<file path="src/rtl/pedal_pkg.sv">
// Shared pedal types: controller states, footswitch codes, gain range and the
// effect/bypass target record with its toggle-or-select resolution rule.
package pedal_pkg;

    typedef enum logic [2:0] {
        IDLE,
        FADE_OUT,
        SWITCH,
        WAIT_ACK,
        FADE_IN
    } state_t;

    localparam logic [2:0] P1 = 3'd1;
    localparam logic [2:0] P2 = 3'd2;
    localparam logic [2:0] P3 = 3'd3;
    localparam logic [2:0] P4 = 3'd4;

    typedef struct packed {
        logic [1:0] eff_sel;
        logic       bypass;
    } target_t;

    function automatic int gain_max(input int w);
        return (1 << w) - 1;
    endfunction

    localparam int GAIN_W_DEF = 8;
    localparam int GAIN_MAX   = gain_max(GAIN_W_DEF);

    // Pressing the active effect's switch toggles bypass; any other switch selects it wet.
    function automatic target_t resolve_target(input logic [2:0] code,
                                               input logic [1:0] cur_eff,
                                               input logic       cur_byp);
        target_t    t;
        logic [2:0] idx;
        idx       = code - P1;
        t.eff_sel = idx[1:0];
        t.bypass  = (idx[1:0] != cur_eff) ? 1'b0 : ~cur_byp;
        return t;
    endfunction

endpackage

</file>
<file path="src/rtl/gain_ramp.sv">
// Saturating gain ramp: moves STEP per qualified tick, clamped to [0, GAIN_MAX].
// One-cycle update latency; holds its value whenever en or tick is low.
module gain_ramp
    import pedal_pkg::*;
#(
    parameter int GAIN_W = GAIN_W_DEF,
    parameter int STEP   = 4
) (
    input  logic              clk,
    input  logic              reset,
    input  logic              tick,
    input  logic              dir,
    input  logic              en,
    output logic [GAIN_W-1:0] gain,
    output logic              at_min,
    output logic              at_max
);

    localparam logic [GAIN_W-1:0] GMAX   = GAIN_W'(gain_max(GAIN_W));
    localparam logic [GAIN_W:0]   STEP_X = (GAIN_W+1)'(STEP);

    logic [GAIN_W-1:0] gain_q, gain_d;
    logic [GAIN_W:0]   up_x;

    always_comb begin
        up_x   = {1'b0, gain_q} + STEP_X;
        gain_d = gain_q;
        if (en && tick) begin
            if (dir) begin
                gain_d = (up_x > {1'b0, GMAX}) ? GMAX : up_x[GAIN_W-1:0];
            end else begin
                gain_d = ({1'b0, gain_q} < STEP_X) ? '0 : gain_q - STEP_X[GAIN_W-1:0];
            end
        end
    end

    always_ff @(posedge clk or negedge reset) begin
        if (!reset) begin
            gain_q <= GMAX;
        end else begin
            gain_q <= gain_d;
        end
    end

    assign gain   = gain_q;
    assign at_min = (gain_q == '0);
    assign at_max = (gain_q == GMAX);

endmodule

</file>
<file path="src/rtl/fx_select_ctrl.sv">
// Click-free effect change: fade out, switch effect/bypass, await ack, fade in.
// Requests arriving mid-sequence park in a one-deep, newest-wins pending slot.
module fx_select_ctrl
    import pedal_pkg::*;
#(
    parameter int GAIN_W      = GAIN_W_DEF,
    parameter int STEP        = 4,
    parameter int ACK_TIMEOUT = 255
) (
    input  logic              clk,
    input  logic              reset,
    input  logic [2:0]        btn_code,
    input  logic              btn_stb,
    input  logic              sample_tick,
    input  logic              sel_ack,
    output logic [1:0]        eff_sel,
    output logic              bypass,
    output logic              eff_sel_stb,
    output logic [GAIN_W-1:0] gain,
    output logic              busy,
    output logic [3:0]        led,
    output logic              timeout_err
);

    localparam int CNT_W = $clog2(ACK_TIMEOUT + 1);

    state_t             state_q, state_d;
    target_t            tgt_q, tgt_d;
    logic               pend_vld_q, pend_vld_d;
    logic [2:0]         pend_code_q, pend_code_d;
    logic [CNT_W-1:0]   cnt_q, cnt_d;
    logic [1:0]         eff_sel_q, eff_sel_d;
    logic               bypass_q, bypass_d;
    logic               stb_q, stb_d;
    logic               terr_q, terr_d;
    logic               req_vld, ramp_en, ramp_dir, at_min, at_max, fade_in_done;

    assign req_vld      = btn_stb && (btn_code >= P1) && (btn_code <= P4);
    assign ramp_en      = (state_q == FADE_OUT) || (state_q == FADE_IN);
    assign ramp_dir     = (state_q == FADE_IN);
    assign fade_in_done = (state_q == FADE_IN) && at_max;

    gain_ramp #(
        .GAIN_W (GAIN_W),
        .STEP   (STEP)
    ) u_ramp (
        .clk    (clk),
        .reset  (reset),
        .tick   (sample_tick),
        .dir    (ramp_dir),
        .en     (ramp_en),
        .gain   (gain),
        .at_min (at_min),
        .at_max (at_max)
    );

    always_comb begin
        state_d     = state_q;
        tgt_d       = tgt_q;
        pend_vld_d  = pend_vld_q;
        pend_code_d = pend_code_q;
        cnt_d       = cnt_q;
        eff_sel_d   = eff_sel_q;
        bypass_d    = bypass_q;
        stb_d       = 1'b0;
        terr_d      = terr_q;

        case (state_q)
            IDLE: begin
                if (req_vld) begin
                    tgt_d   = resolve_target(btn_code, eff_sel_q, bypass_q);
                    state_d = FADE_OUT;
                end
            end
            FADE_OUT: begin
                if (at_min) state_d = SWITCH;
            end
            SWITCH: begin
                eff_sel_d = tgt_q.eff_sel;
                bypass_d  = tgt_q.bypass;
                stb_d     = 1'b1;
                cnt_d     = '0;
                state_d   = WAIT_ACK;
            end
            WAIT_ACK: begin
                // An ack coincident with the strobe predates the new selection.
                if (sel_ack && !stb_q) begin
                    state_d = FADE_IN;
                end else if (cnt_q == CNT_W'(ACK_TIMEOUT)) begin
                    terr_d   = 1'b1;
                    bypass_d = 1'b1;
                    state_d  = FADE_IN;
                end else begin
                    cnt_d = cnt_q + CNT_W'(1);
                end
            end
            FADE_IN: begin
                if (at_max) begin
                    if (req_vld) begin
                        tgt_d      = resolve_target(btn_code, eff_sel_q, bypass_q);
                        pend_vld_d = 1'b0;
                        state_d    = FADE_OUT;
                    end else if (pend_vld_q) begin
                        tgt_d      = resolve_target(pend_code_q, eff_sel_q, bypass_q);
                        pend_vld_d = 1'b0;
                        state_d    = FADE_OUT;
                    end else begin
                        state_d    = IDLE;
                    end
                end
            end
            default: state_d = IDLE;
        endcase

        if (req_vld && (state_q != IDLE) && !fade_in_done) begin
            pend_vld_d  = 1'b1;
            pend_code_d = btn_code;
        end
    end

    always_ff @(posedge clk or negedge reset) begin
        if (!reset) begin
            state_q     <= IDLE;
            tgt_q       <= '0;
            pend_vld_q  <= 1'b0;
            pend_code_q <= '0;
            cnt_q       <= '0;
            eff_sel_q   <= '0;
            bypass_q    <= 1'b1;
            stb_q       <= 1'b0;
            terr_q      <= 1'b0;
        end else begin
            state_q     <= state_d;
            tgt_q       <= tgt_d;
            pend_vld_q  <= pend_vld_d;
            pend_code_q <= pend_code_d;
            cnt_q       <= cnt_d;
            eff_sel_q   <= eff_sel_d;
            bypass_q    <= bypass_d;
            stb_q       <= stb_d;
            terr_q      <= terr_d;
        end
    end

    assign eff_sel     = eff_sel_q;
    assign bypass      = bypass_q;
    assign eff_sel_stb = stb_q;
    assign busy        = (state_q != IDLE);
    assign timeout_err = terr_q;
    assign led         = bypass_q ? 4'b0000 : (4'b0001 << eff_sel_q);

endmodule

</file>
<file path="config.mk">
export PLATFORM = sky130hd
export DESIGN_NAME = fx_select_ctrl
export DESIGN_NICKNAME = d
export VERILOG_FILES = /design/src/rtl/pedal_pkg.sv /design/src/rtl/gain_ramp.sv /design/src/rtl/fx_select_ctrl.sv
export SDC_FILE = /design/constraint.sdc
export NUM_CORES = 1
export LEC_CHECK = 0
export CORE_MARGIN = 3
export CORE_UTILIZATION = 55
export CTS_BUF_LIST = sky130_fd_sc_hd__clkbuf_4
export DETAILED_ROUTE_END_ITERATION = 8
export PLACE_DENSITY_LB_ADDON = 0.12
export REMOVE_ABC_BUFFERS = 1
export SLEW_MARGIN = 40
export SYNTH_ARGS = -nofsm -noshare
export SYNTH_HDL_FRONTEND = slang
export SYNTH_HIERARCHICAL = 1
export SYNTH_SLANG_ARGS = --single-unit
</file>
<file path="constraint.sdc">
create_clock -name clk -period 3.69 [get_ports clk]
set_clock_uncertainty 0.2 [all_clocks]
set_input_delay 0.369 -clock clk [delete_from_list [all_inputs] [get_ports clk]]
set_output_delay 0.369 -clock clk [all_outputs]
set_load 0.02 [all_outputs]
</file>
==> impl_summary.md, run 1 <==
Setup path
The startpoint identified for the worst register-to-register timing path is u_ramp/gain[2]$_DFFE_PN1P_. Setup slack on the worst reg-to-reg path comes out at 0.85 ns. Data arrives at the worst endpoint at approximately 2.9 ns. STA classifies the critical path startpoint as a flop. At the worst endpoint, the required time is approximately 3.7 ns. STA classifies the critical path endpoint as a flop. The endpoint identified for the worst register-to-register timing path is tgt_q[1]$_DFFE_PN0P_. The biggest fanout along the worst timing path is 10. The critical path in this run is classified as flop to flop. For the worst flop-to-flop path, the logic depth is 8.

Finish
Summing all flip-flop and latch instances after layout gives about 740 sq um. In the final design database the tool counted between 200 and 250 nets. The post-route netlist has 12.0% of its cells at a drive strength greater than 1.

The number of cells in the finished layout apart from fillers is ~280. The antenna diode count is 0. The number of fill cells in the layout is 278. Summing all multi-input logic gate instances after layout gives approximately 1100 sq um.

The area growth from synthesis to layout is 15.4%.

Detailed routing
For this run, design rule violations remaining after detail routing come to 0. The overall routed net length is 4140 microns. The first routing iteration left approximately 120 violations. The via total after detailed routing is about 1.7k. The post-route antenna net violation count is 0.

The number of detailed-routing iterations run before antenna repair is 4. The average via count per standard cell is 5.97. Dividing the detail-routed wire length by the instance count gives approximately 15 microns.

Logic synthesis
The average size of a mapped cell is 9.10 sq um. The share of flip-flops with an asynchronous set or reset after synthesis is 100%. In this run the cell area of the synthesized design comes to ~1900 sq um.

The leading register cell type out of synthesis is sky130_fd_sc_hd__dfrtp_1. The number of unique standard cell types used by synthesis is 60. The largest total area in the synthesized netlist belongs to sky130_fd_sc_hd__dfrtp_1. The count of yosys warnings during synthesis is 6. Counting instances in the post-synthesis netlist gives the leading cell types as sky130_fd_sc_hd__dfrtp_1, sky130_fd_sc_hd__nand2_1, sky130_fd_sc_hd__o21ai_0.

The register bit total from synthesis is 29. After synthesis, the cell types taking the most area are sky130_fd_sc_hd__dfrtp_1, sky130_fd_sc_hd__dfstp_2, sky130_fd_sc_hd__ha_1. The number of enable-type register cells in the synthesized netlist is 0. The area share of the largest cell type after synthesis is between 20% and 30%. The sequential area share after synthesis is a little under two fifths. After technology mapping, the gate count stands at 212. The most frequent cell after synthesis is sky130_fd_sc_hd__dfrtp_1.

CTS
The root buffer cell chosen for the clock tree is sky130_fd_sc_hd__clkbuf_4. The number of sinks handled by clock tree synthesis is 29. After clock tree synthesis, the flow added hold-fix buffers numbering 1. Clock latency on the worst-skew pair, taken at its later pin, is roughly 0.33 ns. After clock tree synthesis, the setup repair step added 0 buffers. After clock tree synthesis, the repair step resized 0 gates.

Clock-pin slew was measured on the worst setup and hold paths at ~0.10 ns. The TritonCTS clock tree is built. No sink is reached through more buffers than the 2 on the longest clock path. The number of buffers created by CTS is 5. The level count of the clock H-tree is 2.

Global routing
The global-route usage over all layers is roughly a fifth. The total global routing overflow is 0. The number of antenna violations at the first check in global routing was 0. In the global route stage, met1 resource usage came out at 26.4%.

The first global-routing pass estimated between 6000 and 7000 microns of wire. The global-route track usage on met2 is 34.9%. Entering global routing, the biggest net connects 27 pins.

The met3 usage is 5.64%. The global-route layer with the greatest usage is met2. The number of global-route vias before repair is between 1.5k and 2k.

Power
The design draws about 0.0014 W. In this run the static leakage power is approximately 0.89 nW. The cell area power density is around 630 nW/um^2. The maximum vdd drop is around 440 uV.

Worst hold path
The hold path depth is 1. The source of the worst hold timing path is timeout_err$_DFFE_PN0P_. The worst min-delay path class is flop to flop. The worst hold path terminates at timeout_err$_DFFE_PN0P_.

Floorplanning
The die is between 60 and 70 microns tall. The number of rows created at floorplan is 20. The number of primary I/O pins is 26. The die covers about 4300 sq um.

In this run the standard cell core region covers approximately 3200 sq um. The die is roughly 65 microns wide. For this configuration, the core starts out at a cell density of 60.2%.

STA
The summed negative setup slack over all endpoints is 0 ns. Once routing completed, OpenROAD measured the worst setup slack at 0.845 ns. The number of failing setup endpoints in the final timing report is 0.

The portion of the clock cycle consumed by the worst path in the final layout is slightly below 80%. The worst relative slew slack is 60.4%. The count of pins over their slew limit is 0.

For the pin with the worst max-slew slack, the measured transition is 0.592 ns. The number of endpoints with negative hold slack in the final report is 0. The timing-limited maximum frequency is approximately 0.35 GHz. Setup repair after global routing left no endpoint under its margin.

The time the final worst path needs with I/O delays and setup is 2.84 ns.

Placed design
The routability-driven placement congestion ratio is approximately 0.9. The post-DP HPWL is between 3000 and 4000 microns. The count of port buffers added during placement is 25. OpenSTA, run right after detailed placement, puts the worst setup slack at 0.870 ns.

After detailed placement, the design holds a cell count of ~270.

Run
The max capacitance violation total is 0.

Outcome
The run finished with clean final reports.
cell families (layout without fill, tap and decap cells):
| logic type | after synthesis | in the layout | share of synthesized area [%] |
|---|---|---|---|
| mux | 9 | 9 | 5.25 |
| flops | 29 | 29 | 38.1 |
| xor+xnor | 7 | 7 | 3.18 |
| compound gates | 53 | 53 | 18.1 |
| buf+inv | 23 | 45 | 5.84 |
| fa+ha+maj | 7 | 7 | 4.54 |
| simple gates | 84 | 84 | 25.0 |
area by class of cell:
class	instances	area share [%]
Inverter	10	1.69
Clock inverter	2	0.449
Multi-Input combinational cell	160	48.5
Timing Repair Buffer	27	11.8
Clock buffer	6	2.02
Sequential cell	29	33.0
Tap cell	44	2.47
cell usage in the layout (no fill, tap or decap), types with 2 or more instances in the layout:
cell / n
sky130_fd_sc_hd__a211oi_1: 2
sky130_fd_sc_hd__a21oi_1: 7
sky130_fd_sc_hd__a22o_1: 3
sky130_fd_sc_hd__a31oi_1: 3
sky130_fd_sc_hd__and3_1: 3
sky130_fd_sc_hd__and4_1: 2
sky130_fd_sc_hd__clkbuf_4: 6
sky130_fd_sc_hd__clkdlybuf4s50_1: 24
sky130_fd_sc_hd__clkinv_2: 2
sky130_fd_sc_hd__dfrtp_1: 21
sky130_fd_sc_hd__dfstp_2: 8
sky130_fd_sc_hd__ha_1: 7
sky130_fd_sc_hd__inv_1: 9
sky130_fd_sc_hd__mux2_4: 2
sky130_fd_sc_hd__mux2i_1: 6
sky130_fd_sc_hd__nand2_1: 18
sky130_fd_sc_hd__nand2b_1: 9
sky130_fd_sc_hd__nand3_1: 9
sky130_fd_sc_hd__nand3b_1: 3
sky130_fd_sc_hd__nand4_1: 2
sky130_fd_sc_hd__nor2_1: 10
sky130_fd_sc_hd__nor2b_1: 3
sky130_fd_sc_hd__nor3_1: 4
sky130_fd_sc_hd__nor3b_1: 4
sky130_fd_sc_hd__nor4_1: 2
sky130_fd_sc_hd__o21ai_0: 16
sky130_fd_sc_hd__o21ai_1: 5
sky130_fd_sc_hd__or3_1: 5
sky130_fd_sc_hd__xnor2_1: 5
sky130_fd_sc_hd__xor2_1: 2
state kept, by name, indices dropped and copies added (netlist names):
register	count
cnt_q	8
u_ramp/gain	7
state_q	3
tgt_q	3
eff_sel	2
pend_code_q	2
bypass	1
eff_sel_stb	1
pend_vld_q	1
timeout_err	1
worst max-delay path, stage by stage (launching register included):
cell	delay, ns
sky130_fd_sc_hd__dfstp_2	0.63
sky130_fd_sc_hd__ha_1	0.24
sky130_fd_sc_hd__and3_1	0.25
sky130_fd_sc_hd__nand3_1	0.13
sky130_fd_sc_hd__nor2_1	0.14
sky130_fd_sc_hd__nand2b_1	0.14
sky130_fd_sc_hd__nor3b_1	0.45
sky130_fd_sc_hd__and2_4	0.27
sky130_fd_sc_hd__mux2_4	0.30
layer usage:
metal | share of wire, % | wire, microns
met2 | 48 | 1990
met5 | 0 | 0
met1 | 43 | 1800
met3 | 6.6 | 273
met4 | 2.0 | 81
how the worst max path moves through the flow:
stage                     cells after the start  slack, ns                       start              endpoint
after floorplan                               8       1.10  u_ramp/gain[3]$_DFFE_PN1P_  tgt_q[1]$_DFFE_PN0P_
after global placement                        6       1.00                 btn_code[0]  tgt_q[2]$_DFFE_PN0P_
after detailed placement                      8       0.87  u_ramp/gain[3]$_DFFE_PN1P_  tgt_q[1]$_DFFE_PN0P_
after CTS                                     8       0.88  u_ramp/gain[2]$_DFFE_PN1P_  tgt_q[1]$_DFFE_PN0P_
after global routing                          8       0.64  u_ramp/gain[2]$_DFFE_PN1P_  tgt_q[1]$_DFFE_PN0P_
final                                         8       0.85  u_ramp/gain[2]$_DFFE_PN1P_  tgt_q[1]$_DFFE_PN0P_
through the flow:
stage          hold slack, ns  util [%]  cell area, sq um
2_1_floorplan          -0.127         -              1850
3_3_place_gp            0.258      67.7              2170
3_5_place_dp            0.199      67.5              2160
4_1_cts                 0.277      69.5              2230
5_1_grt                 0.316      69.5              2230
6_report                0.271      69.5              2230
power by group:
part           switching, W  internal (W)
Sequential         0.000169      0.000434
Combinational      0.000305      0.000317
Clock              0.000108     0.0000797
Total              0.000582      0.000830
Note: power is estimated with default switching activity, not from simulation.
==> run 2: changes to the inputs <==
- CORE_UTILIZATION: 55 -> 51
- clock period: 3.69 -> 2.3 ns (I/O delays scaled with it)
==> run 2 against run 1 <==
Register-to-register slack got worse by 0.77 ns. Largest power group unchanged. First-iteration DRC count grew 7.0%. Critical endpoint is now busy. Sequential share of layout area down 2.9 points.
==> impl_summary.md, run 2 (synthesized netlist as in run 1, its figures left out) <==
Finish
The repair_antennas step left the layout with diodes totalling 0. The top cell types in the final layout, fill and taps aside, are sky130_fd_sc_hd__clkdlybuf4s50_1, sky130_fd_sc_hd__buf_4, sky130_fd_sc_hd__dfrtp_1. The count of nets after finishing is 270.

The share of final-layout standard cells stronger than drive strength 1 is between 20% and 30%. Counting flops per register, the top entry is cnt_q. The register with the most flip-flops in the layout has 8 of them. The area growth from synthesis to layout is 26.7%.

The leading cell type in the layout, fill and taps excluded is sky130_fd_sc_hd__clkdlybuf4s50_1.

Placed design
The routability-driven placement congestion ratio is slightly below 0.9. The count of buffers added on input and output ports is 25. Summed over all nets, the half-perimeter wirelength after detailed placement is between 3000 and 4000 microns.

Detailed routing
After detailed routing, the number of vias per cell comes to ~5.9. The violation count after the first detailed-route iteration is approximately 120. The routed layout has 1,782 vias. In this run the remaining antenna-violating nets after routing total 0. The number of remaining DRC errors is 0.

The first TritonRoute pass finished after 4 iterations. The per-cell routed wire length is 15.2 microns. The routed design has between 4000 and 5000 microns of wire.

CTS
CTS placed an instance of sky130_fd_sc_hd__clkbuf_4 at the clock tree root. The maximum count of clock buffers along a single path is 2. The clock latency at the later pin of the worst-skew pair is roughly 0.33 ns. The level count of the clock H-tree is 2. The TritonCTS clock tree is built.

CTS saw 29 sinks. Buffers inserted during clock tree synthesis total 5. Clock-pin slew was measured on the worst setup and hold paths at around 0.10 ns.

Setup path
The arrival time of the worst setup path is between 1.5 and 2 ns. The critical path starts at state_q[1]$_DFFE_PN0P_. For this design, the slowest cell found on the critical path is sky130_fd_sc_hd__clkdlybuf4s50_1.

The flop-to-flop setup slack is 0.08 ns. The critical path capture point is busy. The data required time at the worst endpoint is roughly 1.9 ns. The number of cells on the worst reg-to-reg path is 8. The element type at the critical path end is a primary output. The critical path's largest stage delay is ~0.55 ns. The worst setup path is launched from a flop. The critical path is of the flop to primary output type. In this run the worst path has a maximum fanout of 10. The endpoint identified for the worst register-to-register timing path is tgt_q[2]$_DFFE_PN0P_. The startpoint identified for the worst register-to-register timing path is u_ramp/gain[3]$_DFFE_PN1P_.

The signal on the critical path passes through buf_4, or3_1, clkdlybuf4s50_1.

Worst hold path
The tightest min-delay check is of the primary input to async pin type.

Global routing
After global routing the overflow that remains totals 0. The maximum number of pins on one net before global-route repair is 30. The first global-routing pass estimated between 8000 and 9000 microns of wire.

The number of global-route vias before repair is 1,789. The number of antenna violations at the first check in global routing is 0. The global-route usage over all layers is a little under a quarter.

Power
The logic gate share of total power is 53.3%. The maximum vdd drop is 663 uV. The internal power is 0.00145 W. The cell area power density is 999 nW/um^2.

The design draws 0.00244 W. Net switching is between 40% and 50% of the power. The clock network fraction of design power is between 10% and 20%. For this design the static power due to leakage is ~1.0 nW. The switching power is 0.000997 W. Registers are responsible for between 30% and 40% of the overall power.

STA
Dividing the final minimum period by the clock period gives slightly below 100%. The number of failing setup endpoints in the final timing report is 0. The worst relative slew slack is between 50% and 60%. The number of endpoints with negative hold slack in the final report is 0. The count of pins over their slew limit is 0. The timing-limited maximum frequency is approximately 0.45 GHz.

The time the final worst path needs with I/O delays and setup is 2.23 ns. The worst-margin pin slew is ~0.65 ns. In the final timing run, aggregate negative setup slack is 0 ns.

Floorplanning
The number of primary I/O pins is 26. The x dimension of the die is between 60 and 70 microns. The initial core utilization is between 50% and 60%. The floorplan step set the die height to slightly below 70 microns. The core region is about 3500 sq um. The number of rows created at floorplan is 21.

The die area is ~4600 sq um.

Run
The tool flagged a number of max-cap violations equal to 0.

Outcome
The flow ran to the end, and the final reports show no timing, DRC or antenna violations.
run 2: repair_timing:
item	CTS	global route
hold buffers	0	0
endpoints found under the hold margin	0	0
pin swaps	2	4
resized for setup	6	4
setup endpoints to repair	2	7
setup buffers	4	0
run 2: worst max-delay path: cells and delay by family (launching register included):
kind	cells	cell delay, ns
AND/OR/NAND/NOR	1	0.38
buffers and inverters	2	0.72
flip-flops	1	0.38
run 2: how the worst min path moves through the flow:
stage,depth (start not counted),from,endpoint
global placement,1,timeout_err$_DFFE_PN0P_,timeout_err$_DFFE_PN0P_
global route,2,reset,cnt_q[4]$_DFFE_PN0P_
CTS,2,reset,cnt_q[4]$_DFFE_PN0P_
detailed placement,2,tgt_q[1]$_DFFE_PN0P_,eff_sel[0]$_DFFE_PN0P_
finish,2,reset,cnt_q[4]$_DFFE_PN0P_
floorplan,0,reset,cnt_q[0]$_DFFE_PN0P_
run 2: metrics by stage:
stage / setup WS, ns / std cells / hold WS, ns / utilization [%] / area, sq um
after floorplan: -0.295 / 199 / -0.266 / - / 1850
after global placement: -0.227 / 290 / 0.259 / 66.2 / 2310
after detailed placement: -0.267 / 290 / 0.278 / 66.2 / 2310
after CTS: 0.0250 / 302 / 0.0837 / 69.6 / 2430
after global routing: -0.00893 / 302 / 0.0977 / 69.9 / 2440
final: 0.0706 / 302 / 0.0784 / 69.9 / 2440
run 2: power groups by stage:
stage | Clock, W | Combinational (W) | Sequential, W
floorplan | 0 | 0.000576 | 0.000995
finish | 0.000306 | 0.00130 | 0.000834
global route | 0.000348 | 0.00143 | 0.000857
detailed placement | 0 | 0.00126 | 0.000830
CTS | 0.000320 | 0.00130 | 0.000831
global placement | 0 | 0.00122 | 0.000825
run 2: routing by layer:
metal	wire [microns]	global-route usage, %	part of all wire, %	up-vias
met5	0	0	0	-
met2	2380	42.5	52	59
met1	1890	26.6	41	852
met3	236	4.99	5.2	8
li1	-	-	-	863
met4	72	7.85	1.6	0
run 2: cell type report:
class                      count  area [sq um]
clock buffer                   6          45.0
multi-input combinational    160          1130
clock inverter                 2          10.0
sequential                    29           736
timing repair buffer          49           430
fill                         269          1050
tap                           46          57.6
inverter                      10          37.5
